**src/rtl/stim_pkg.sv**
```systemverilog
// Shared constants for the stimulus generator:
// sample modes, FSM states, CRC-32 constants.
package stim_pkg;

  localparam logic [1:0] MODE_RAMP  = 2'd0;
  localparam logic [1:0] MODE_LFSR  = 2'd1;
  localparam logic [1:0] MODE_CONST = 2'd2;

  typedef enum logic {
    ST_IDLE,
    ST_RUN
  } state_t;

  localparam logic [31:0] CRC_POLY = 32'h04C11DB7;
  localparam logic [31:0] CRC_INIT = 32'hFFFFFFFF;

  function automatic logic [31:0] crc32_bit(
    input logic [31:0] c,
    input logic        b
  );
    crc32_bit = {c[30:0], 1'b0}
              ^ ((c[31] ^ b) ? CRC_POLY : 32'h0);
  endfunction

endpackage

```
**src/rtl/stim_gen_if.sv**
```systemverilog
// Sample stream bus: master drives tdata/tvalid/tlast,
// slave drives tready.
interface stim_gen_if #(
  parameter int DATA_W = 16,
  parameter int NUM_CH = 1
);
  logic [NUM_CH*DATA_W-1:0] m_tdata;
  logic                     m_tvalid;
  logic                     m_tready;
  logic                     m_tlast;

  modport master (
    output m_tdata,
    output m_tvalid,
    output m_tlast,
    input  m_tready
  );

  modport slave (
    input  m_tdata,
    input  m_tvalid,
    input  m_tlast,
    output m_tready
  );
endinterface

```
**src/rtl/stim_lfsr_step.sv**
```systemverilog
// One combinational Galois right-shift LFSR step.
// s: current state, s_nxt: state after one step.
module stim_lfsr_step #(
  parameter int                DATA_W    = 16,
  parameter logic [DATA_W-1:0] LFSR_POLY = 16'hB400
) (
  input  logic [DATA_W-1:0] s,
  output logic [DATA_W-1:0] s_nxt
);
  assign s_nxt = (s >> 1)
               ^ (s[0] ? LFSR_POLY : '0);
endmodule

```
**src/rtl/stim_gen.sv**
```systemverilog
// Stimulus generator: ramp/LFSR/const beats on m (master),
// cfg_*/start/abort control, busy/done/beat_cnt status.
// STIM_GEN_CRC_EN adds crc_out (CRC-32 of accepted beats).
module stim_gen
  import stim_pkg::*;
#(
  parameter int                DATA_W    = 16,
  parameter int                NUM_CH    = 1,
  parameter int                LEN_W     = 16,
  parameter logic [DATA_W-1:0] LFSR_POLY = 16'hB400
) (
  input  logic              clk,
  input  logic              rst,
  input  logic [1:0]        cfg_mode,
  input  logic [DATA_W-1:0] cfg_seed,
  input  logic [DATA_W-1:0] cfg_step,
  input  logic [LEN_W-1:0]  cfg_len,
  input  logic              start,
  input  logic              abort,
  stim_gen_if.master        m,
  output logic              busy,
  output logic              done,
  output logic [LEN_W-1:0]  beat_cnt
`ifdef STIM_GEN_CRC_EN
  ,
  output logic [31:0]       crc_out
`endif
);

  localparam int BW = NUM_CH * DATA_W;

  state_t state_q, state_d;

  logic [1:0]        mode_q;
  logic [DATA_W-1:0] acc_q;
  logic [DATA_W-1:0] step_q;
  logic [LEN_W-1:0]  len_q;
  logic [LEN_W-1:0]  cnt_q;
  logic              done_q;

  logic [DATA_W-1:0] lfsr_c [NUM_CH+1];
  logic [DATA_W-1:0] ramp_c [NUM_CH];
  logic [BW-1:0]     beat;
  logic [DATA_W-1:0] acc_nxt;

  logic run, launch, xfer, last;
  logic is_ramp, is_lfsr;

  assign run     = (state_q == ST_RUN);
  assign launch  = !run && start && !abort;
  assign xfer    = run && m.m_tready && !abort;
  assign last    = run && (len_q != '0)
                && (cnt_q == len_q - 1'b1);
  assign is_ramp = (mode_q == MODE_RAMP);
  assign is_lfsr = (mode_q == MODE_LFSR);

  assign lfsr_c[0] = acc_q;

  for (genvar k = 0; k < NUM_CH; k++) begin : g_lane
    stim_lfsr_step #(
      .DATA_W   (DATA_W),
      .LFSR_POLY(LFSR_POLY)
    ) u_step (
      .s    (lfsr_c[k]),
      .s_nxt(lfsr_c[k+1])
    );
    assign ramp_c[k] = acc_q
                     + DATA_W'(k) * step_q;
  end

  always_comb begin
    beat    = '0;
    acc_nxt = acc_q;
    unique case (1'b1)
      is_ramp: begin
        for (int k = 0; k < NUM_CH; k++)
          beat[k*DATA_W +: DATA_W] = ramp_c[k];
        acc_nxt = acc_q
                + DATA_W'(NUM_CH) * step_q;
      end
      is_lfsr: begin
        for (int k = 0; k < NUM_CH; k++)
          beat[k*DATA_W +: DATA_W] = lfsr_c[k];
        acc_nxt = lfsr_c[NUM_CH];
      end
      default: begin
        for (int k = 0; k < NUM_CH; k++)
          beat[k*DATA_W +: DATA_W] = acc_q;
      end
    endcase
  end

  always_comb begin
    state_d = state_q;
    unique case (state_q)
      ST_IDLE:
        if (launch) state_d = ST_RUN;
      ST_RUN:
        if (abort || (xfer && last))
          state_d = ST_IDLE;
    endcase
  end

  always_ff @(posedge clk) begin
    if (rst) state_q <= ST_IDLE;
    else     state_q <= state_d;
  end

  always_ff @(posedge clk) begin
    if (rst) begin
      mode_q <= MODE_RAMP;
      acc_q  <= '0;
      step_q <= '0;
      len_q  <= '0;
      cnt_q  <= '0;
      done_q <= 1'b0;
    end else begin
      done_q <= xfer && last;
      if (launch) begin
        mode_q <= cfg_mode;
        acc_q  <= cfg_seed;
        step_q <= cfg_step;
        len_q  <= cfg_len;
        cnt_q  <= '0;
      end else if (xfer) begin
        acc_q <= acc_nxt;
        cnt_q <= cnt_q + 1'b1;
      end
    end
  end

  // Outputs come straight from state, so they
  // stay stable while the sink stalls.
  assign m.m_tdata  = run ? beat : '0;
  assign m.m_tvalid = run;
  assign m.m_tlast  = last;
  assign busy       = run;
  assign done       = done_q;
  assign beat_cnt   = cnt_q;

`ifdef STIM_GEN_CRC_EN
  logic [31:0] crc_q, crc_nxt;

  always_comb begin
    crc_nxt = crc_q;
    for (int i = BW - 1; i >= 0; i--)
      crc_nxt = crc32_bit(crc_nxt, beat[i]);
  end

  always_ff @(posedge clk) begin
    if (rst || launch) crc_q <= CRC_INIT;
    else if (xfer)     crc_q <= crc_nxt;
  end

  assign crc_out = crc_q;
`endif

endmodule

```
**src/flat_wrapper.sv**
```systemverilog
// flat-port wrapper written by rule: the top's interface ports become plain ports
module stim_gen_flat import stim_pkg::*;
#(
  parameter int                DATA_W    = 16,
  parameter int                NUM_CH    = 1,
  parameter int                LEN_W     = 16,
  parameter logic [DATA_W-1:0] LFSR_POLY = 16'hB400
)
  (clk, rst, cfg_mode, cfg_seed, cfg_step, cfg_len, start, abort, busy, done, beat_cnt, m_m_tdata, m_m_tvalid, m_m_tlast, m_m_tready);
  stim_gen_if #(.DATA_W(DATA_W), .NUM_CH(NUM_CH)) m_i ();
  input  logic clk;
  input  logic rst;
  input  logic [1:0] cfg_mode;
  input  logic [DATA_W-1:0] cfg_seed;
  input  logic [DATA_W-1:0] cfg_step;
  input  logic [LEN_W-1:0] cfg_len;
  input  logic start;
  input  logic abort;
  output logic busy;
  output logic done;
  output logic [LEN_W-1:0] beat_cnt;
  output wire logic [$bits(m_i.m_tdata)-1:0] m_m_tdata;
  output wire logic [$bits(m_i.m_tvalid)-1:0] m_m_tvalid;
  output wire logic [$bits(m_i.m_tlast)-1:0] m_m_tlast;
  input wire logic [$bits(m_i.m_tready)-1:0] m_m_tready;
  assign m_m_tdata = m_i.m_tdata;
  assign m_m_tvalid = m_i.m_tvalid;
  assign m_m_tlast = m_i.m_tlast;
  assign m_i.m_tready = m_m_tready;
  stim_gen #(.DATA_W(DATA_W), .NUM_CH(NUM_CH), .LEN_W(LEN_W), .LFSR_POLY(LFSR_POLY)) u_core (.clk(clk), .rst(rst), .cfg_mode(cfg_mode), .cfg_seed(cfg_seed), .cfg_step(cfg_step), .cfg_len(cfg_len), .start(start), .abort(abort), .m(m_i), .busy(busy), .done(done), .beat_cnt(beat_cnt));
endmodule
```
**config.mk**
```make
export PLATFORM = sky130hd
export DESIGN_NAME = stim_gen_flat
export DESIGN_NICKNAME = d
export VERILOG_FILES = /design/src/rtl/stim_pkg.sv /design/src/rtl/stim_gen_if.sv /design/src/rtl/stim_lfsr_step.sv /design/src/rtl/stim_gen.sv /design/src/flat_wrapper.sv
export SDC_FILE = /design/constraint.sdc
export NUM_CORES = 1
export LEC_CHECK = 0
export CAP_MARGIN = 20
export CORE_MARGIN = 4
export CORE_UTILIZATION = 45
export DETAILED_ROUTE_END_ITERATION = 8
export GPL_ROUTABILITY_DRIVEN = 0
export PLACE_DENSITY = 0.75
export SYNTH_ARGS = -nofsm -noshare
export SYNTH_HDL_FRONTEND = slang
export SYNTH_HIERARCHICAL = 1
export SYNTH_SLANG_ARGS = --single-unit
export TNS_END_PERCENT = 5
```
**constraint.sdc**
```tcl
create_clock -name clk -period 2.7 [get_ports clk]
set_clock_uncertainty 0.05 [all_clocks]
set_input_delay 0.27 -clock clk [delete_from_list [all_inputs] [get_ports clk]]
set_output_delay 0.27 -clock clk [all_outputs]
set_load 0.005 [all_outputs]
```
# Yosys cells after proc, flatten, opt, wreduce, memory -nomap -nowiden

Cells that the tools add are included.

Input port bits: 55
Logic and storage cells: 38
Register bits after elaboration: 68
Output and inout port bits: 36

Multiplexer cells: 8
Equal/unequal tests: 2
Reduce and logical (&&, ||, !) cells: 16
Add/subtract/negate cells: 3
Bitwise operators: 2

Operator list:

| operator                                                             | count |
|---|---|
| 16-bit two-way mux                                                   | 4 |
| 16-bit one-hot mux with 2 select lines                               | 1 |
| 16-bit by 1-bit adder with 16-bit output, second input constant      | 1 |
| 16-bit adder                                                         | 1 |
| 16-bit == test                                                       | 1 |
| 16-bit nonzero test                                                  | 1 |
| 16-bit by 1-bit subtractor with 16-bit output, second input constant | 1 |
| 15-bit by 16-bit XOR with 16-bit output                              | 1 |
| 1-bit logical AND                                                    | 7 |
| 3-bit nonzero test                                                   | 1 |
| 2-bit by 1-bit == test with 1-bit output, second input constant      | 1 |
| 1-bit logical NOT                                                    | 2 |
| 2-bit logical NOT                                                    | 1 |
| 1-bit two-way mux                                                    | 2 |
| 1-bit one-hot mux with 2 select lines                                | 1 |
| 2-bit AND reduction                                                  | 1 |
| 2-bit nonzero test                                                   | 1 |
| 2-bit OR reduction                                                   | 1 |
| 1-bit logical OR                                                     | 1 |
| 1-bit NOT                                                            | 1 |

# Longest topological paths before layout

Depth in word-level cells: 7
Depth in mapped cells: 10
Gate-level depth less buffers: 10

# By module

The synthesis kept the hierarchy.

Modules (own cells, without submodules):

| module         | cells an instance | area an instance (um2) | instances |
|---|---|---|---|
| stim_gen       | 516               | 4035.1                 | 1 |
| stim_lfsr_step | 16                | 123.9                  | 1 |

# Least setup slack after synthesis

No wires, ideal clock.

Kind: register -> output
Start point: reg u_core.len_q[0]
End point: out m_m_tlast
Data required time: 2.380 ns
Stages on the path, launching flop included: 8
Arrival time: 2.075 ns
Setup slack: 0.305 ns
Path through: dfxtp_1 -> inv_1 -> ha_1 -> nor4b_2 -> nand2_2 -> or4_1 -> a2111oi_4 -> o2111a_2

Word-level cells in the longest chain between the ends: 3
Elaborated cells on any way between the ends: 5

RTL lines:

| item                                                                                        | RTL line                       | source |
|---|---|---|
| start, declared                                                                             | stim_gen.sv:37                 | `logic [LEN_W-1:0] len_q;` |
| start signal, assigned                                                                      | stim_gen.sv:123                | `len_q <= cfg_len;` |
| 16-bit by 1-bit subtractor with 16-bit output / 16-bit nonzero test (equally long branches) | stim_gen.sv:53, stim_gen.sv:52 |  |
| 16-bit == test / 1-bit logical AND (equally long branches)                                  | stim_gen.sv:53, stim_gen.sv:52 |  |
| 1-bit logical AND (*)                                                                       | stim_gen.sv:53                 | `&& (cnt_q == len_q - 1'b1);` |
| end, declared                                                                               | flat_wrapper.sv:24             | `output wire logic [$bits(m_i.m_tlast)-1:0] m_m_tlast;` |

Mark *: on every way between the ends. The rest lies on a longest branch, timed or not.

# Worst setup path after layout

Start point: reg u_core.len_q[1]
End point: out m_m_tlast

Same word-level chain as after synthesis.

==> results.tsv <==
stage	metric	value	unit
final_layout	area grow syn2layout	32.67	%
final_layout	Non-Filler Instances	743	
critical_path	CP Max Fanout	2	
critical_path	Worst Reg-to-Reg Cells	9	
clocking	CTS H-tree depth	3	
grt	GRT Residual Overflow	0	
grt	number of global-route vias before repair	4220	
timing	relative slew slack	0.6305	
timing	worst-margin pin slew	0.5543	ns
grt	pin count of the biggest net entering global routing	53	
critical_path	CP max stage cell	or4_4	
floorplan	Core Rows	34	
critical_path	data arrival time of the worst path	2.49	ns
synth	flops & latches, synth	68	
outcome	status	complete, but fails checks	
floorplan	# IOs	91	
final_layout	design area	0.005518	sq mm
worst_hold_path	Hold Path Stages	4	
synth	synth unique cells	57	
timing	final setup fails	1	
synth	sequential fraction of the synthesis area	0.3273	
worst_hold_path	hold path endpoint	u_core/beat_cnt[0]	
floorplan	Die Y	104.1	um
final_layout	register area	0.001364	sq mm
clocking	number of CTS-inserted buffers	9	
critical_path	CP Cell Sequence	inv_2 -> ha_4 -> nor4b_4 -> nand2_2 -> or4_4 -> a2111oi_4 -> o2111a_2 -> buf_2	
timing	post-route setup slack	-0.1067	ns
synth	Synth Net Count	605	
power	Psw	704.1	uW
final_layout	n_diodes	0	
power	internal cell power	1826	uW
final_layout	Multi-input gate area	0.002569	sq mm
clocking	Clock Path Buffers	2	
critical_path	critical path buffer and inverter count	2	
power	logic gate share of total power	0.202	
routing	via count	4159	
synth	Mapped Area	0.004159	sq mm
floorplan	Starting Density	0.4700	
final_layout	most frequent cells in the layout	nand2_1, clkdlybuf4s50_1, dfxtp_1, a21oi_1, buf_4	
grt	Tot GR Track Use	0.2144	
clocking	CTS sink cnt	68	
timing	Period minus WS final	2.807	ns
synth	number of synthesized flops with an enable pin	0	
synth	YS warnings	6	
synth	share of flip-flops with an asynchronous set or reset	0	
final_layout	Nets	703	
worst_hold_path	HP Class	in2reg	
critical_path	CP Capture Type	primary output	
power	switch share	0.2783	
floorplan	DIE AREA	0.01084	sq mm
critical_path	Startpoint Class	flop	
placed_design	I/O Buffers	90	
routing	DR WL/cell	15.78	um
outcome	failing checks	setup timing	
critical_path	Worst Setup Path Type	reg2out	
power	Flop pwr share	0.427	
timing	setup TNS	-0.1067	ns
timing	WHS	0.3710	ns
timing	Final period util	1.040	
timing	fmax	0.3563	GHz
clocking	clk root buf	clkbuf_8	
grt	initial antenna violation count	0	
clocking	clock transition at the registers of the reported paths	0.08	ns
synth	Mapped Cells	532	
critical_path	reg2reg start	u_core/len_q[7]	
final_layout	most common cell after layout, fill and taps aside	nand2_1	
synth	Syn Area/Cell	7.818	sq um
routing	drt drc	0	
routing	Routed Antenna Nets	0	
floorplan	Placeable Area	0.008848	sq mm
power	Worst VDD drop	0.2602	mV
grt	first-pass GRT wire length	19440	um
critical_path	worst stage delay on the critical path	0.56	ns
run	max-capacitance violation count	0	
worst_hold_path	hold wc startpoint	rst	
synth	Main synth FF type	dfxtp_1	
routing	1st-iter DRT viols	233	
placed_design	hpwl dp	8610	um
timing	RSZ-0062 raised after global routing	yes	
timing	Hold Vio Cnt, Final	0	
final_layout	layout cells sized above 1	0.1228	
critical_path	R2R Path End	u_core/done	
routing	final WL	11730	um
placed_design	placed cell count	723	
final_layout	fillers	761	
power	clock power share	0.371	
clocking	Clk Latency, worst-skew pair	0.35	ns
power	total power	2530	uW
clocking	post-cts hold buffer count	0	
timing	Max Slew Vio Count	0	
critical_path	CP required	2.38	ns
placed_design	dpl cell area	0.005228	sq mm
routing	Via density	5.598	
routing	DRT Pass-1 Iters	7	
critical_path	CP top delay family	simple AND/OR/NAND/NOR gates	
floorplan	Die W	104.1	um
clocking	CTS tree	done	
power	Leak	0.002203	uW
power	pwr/cell area	458.6	mW/mm^2
critical_path	Worst R2R Setup Slack	0.18	ns
[how the worst max path moves through the flow]
| stage | from | to | depth (start not counted) |
|---|---|---|---|
| 2_1_floorplan | u_core/len_q[0] | m_m_tlast | 7 |
| 3_5_place_dp | u_core/len_q[0] | m_m_tlast | 8 |
| 4_1_cts | u_core/len_q[1] | m_m_tlast | 10 |
| 6_report | u_core/len_q[1] | m_m_tlast | 8 |
| 3_3_place_gp | u_core/len_q[0] | m_m_tlast | 8 |
| 5_1_grt | u_core/len_q[1] | m_m_tlast | 11 |
[power by group through the flow]
| stage | sequential [uW] | combinational, uW | clock [uW] |
|---|---|---|---|
| 6_report | 1080 | 510 | 939 |
| 5_1_grt | 1090 | 559 | 998 |
| 4_1_cts | 1080 | 499 | 959 |
| 3_5_place_dp | 1100 | 482 | 0 |
| 3_3_place_gp | 1100 | 466 | 0 |
| 2_1_floorplan | 1090 | 307 | 0 |
[stage by stage]
| step | setup WS [ns] | util |
|---|---|---|
| 6_report | -0.1067 | 0.6236 |
| 5_1_grt | -0.1999 | 0.6236 |
| 4_1_cts | -0.1327 | 0.6226 |
| 3_5_place_dp | -0.2721 | 0.5908 |
| 3_3_place_gp | -0.1819 | 0.5908 |
| 2_1_floorplan | 0.3052 | - |
[sequential cells by signal, summed over array words and instances, names as in the netlist]
name / flops
u_core/done: 1
u_core/step_q: 16
u_core/beat_cnt: 16
u_core/busy: 1
u_core/len_q: 16
u_core/mode_q: 2
u_core/acc_q: 16
[cells by family (layout without fill, tap and decap cells)]
group	after synthesis	count (layout)	share of synthesized area
XOR/XNOR	50	50	0.1053
multiplexers	3	3	0.008423
AO/OA/AOI/OAI	123	123	0.1880
buffers and inverters	51	154	0.06468
AND/OR/NAND/NOR	219	219	0.2503
flip-flops	68	68	0.3273
adder cells (fa/ha/maj)	18	18	0.05596
[what timing repair did]
item / CTS / global route
buffers inserted: 4 / 0
resized for setup: 14 / 3
setup endpoints to repair: 1 / 1
pin swaps: 5 / 4
[layer usage]
metal  up-vias  global-route usage  part of all wire
met5         -                   0                 0
met4         0             0.07597             0.023
met3        28             0.04655             0.052
met2       129              0.3867              0.51
met1      1970              0.2488              0.42
li1       2032                   -                 -
[synthesized netlist by cell type (4+ instances only)]
library cell  number  area share
clkbuf_1          23       0.021
a31oi_1            4      0.0060
a21oi_1           54       0.065
nor2b_1            8       0.012
o21a_1             4      0.0072
and2_1            18       0.027
nor2_1            35       0.032
nand4_1            7       0.011
xnor2_1           23       0.048
o21ai_0           13       0.016
ha_1              17       0.051
buf_4             15       0.027
a211oi_1           7       0.013
a21o_1             4      0.0072
dfxtp_1           68        0.33
xor2_1            27       0.057
nand2b_1           5      0.0075
nand3_1            6      0.0072
o211ai_1           7       0.013
nand2_1          105       0.095
inv_1              7      0.0063
a311oi_1           5       0.011
o22ai_1           11       0.017
and3_1             5      0.0075
nor3_1            10       0.012
[worst register-to-register path, cell delays in order, from the launching register on]
cell and delay, ns:
dfxtp_1 0.32, or4_4 0.54, nor3_2 0.14, or3b_4 0.42, xnor2_1 0.13, and2_1 0.16, o2111a_2 0.24, buf_4 0.13
buf_4 0.14, and3b_1 0.16
[layout make-up]
type / count / share of cell area
inverter: 7 / 0.004762
clock buffer: 9 / 0.02245
sequential: 68 / 0.2472
clock inverter: 7 / 0.01769
timing repair buffer: 131 / 0.2179
tap: 108 / 0.02449
multi-input combinational: 413 / 0.4655
(Power assumes the default switching activity.)
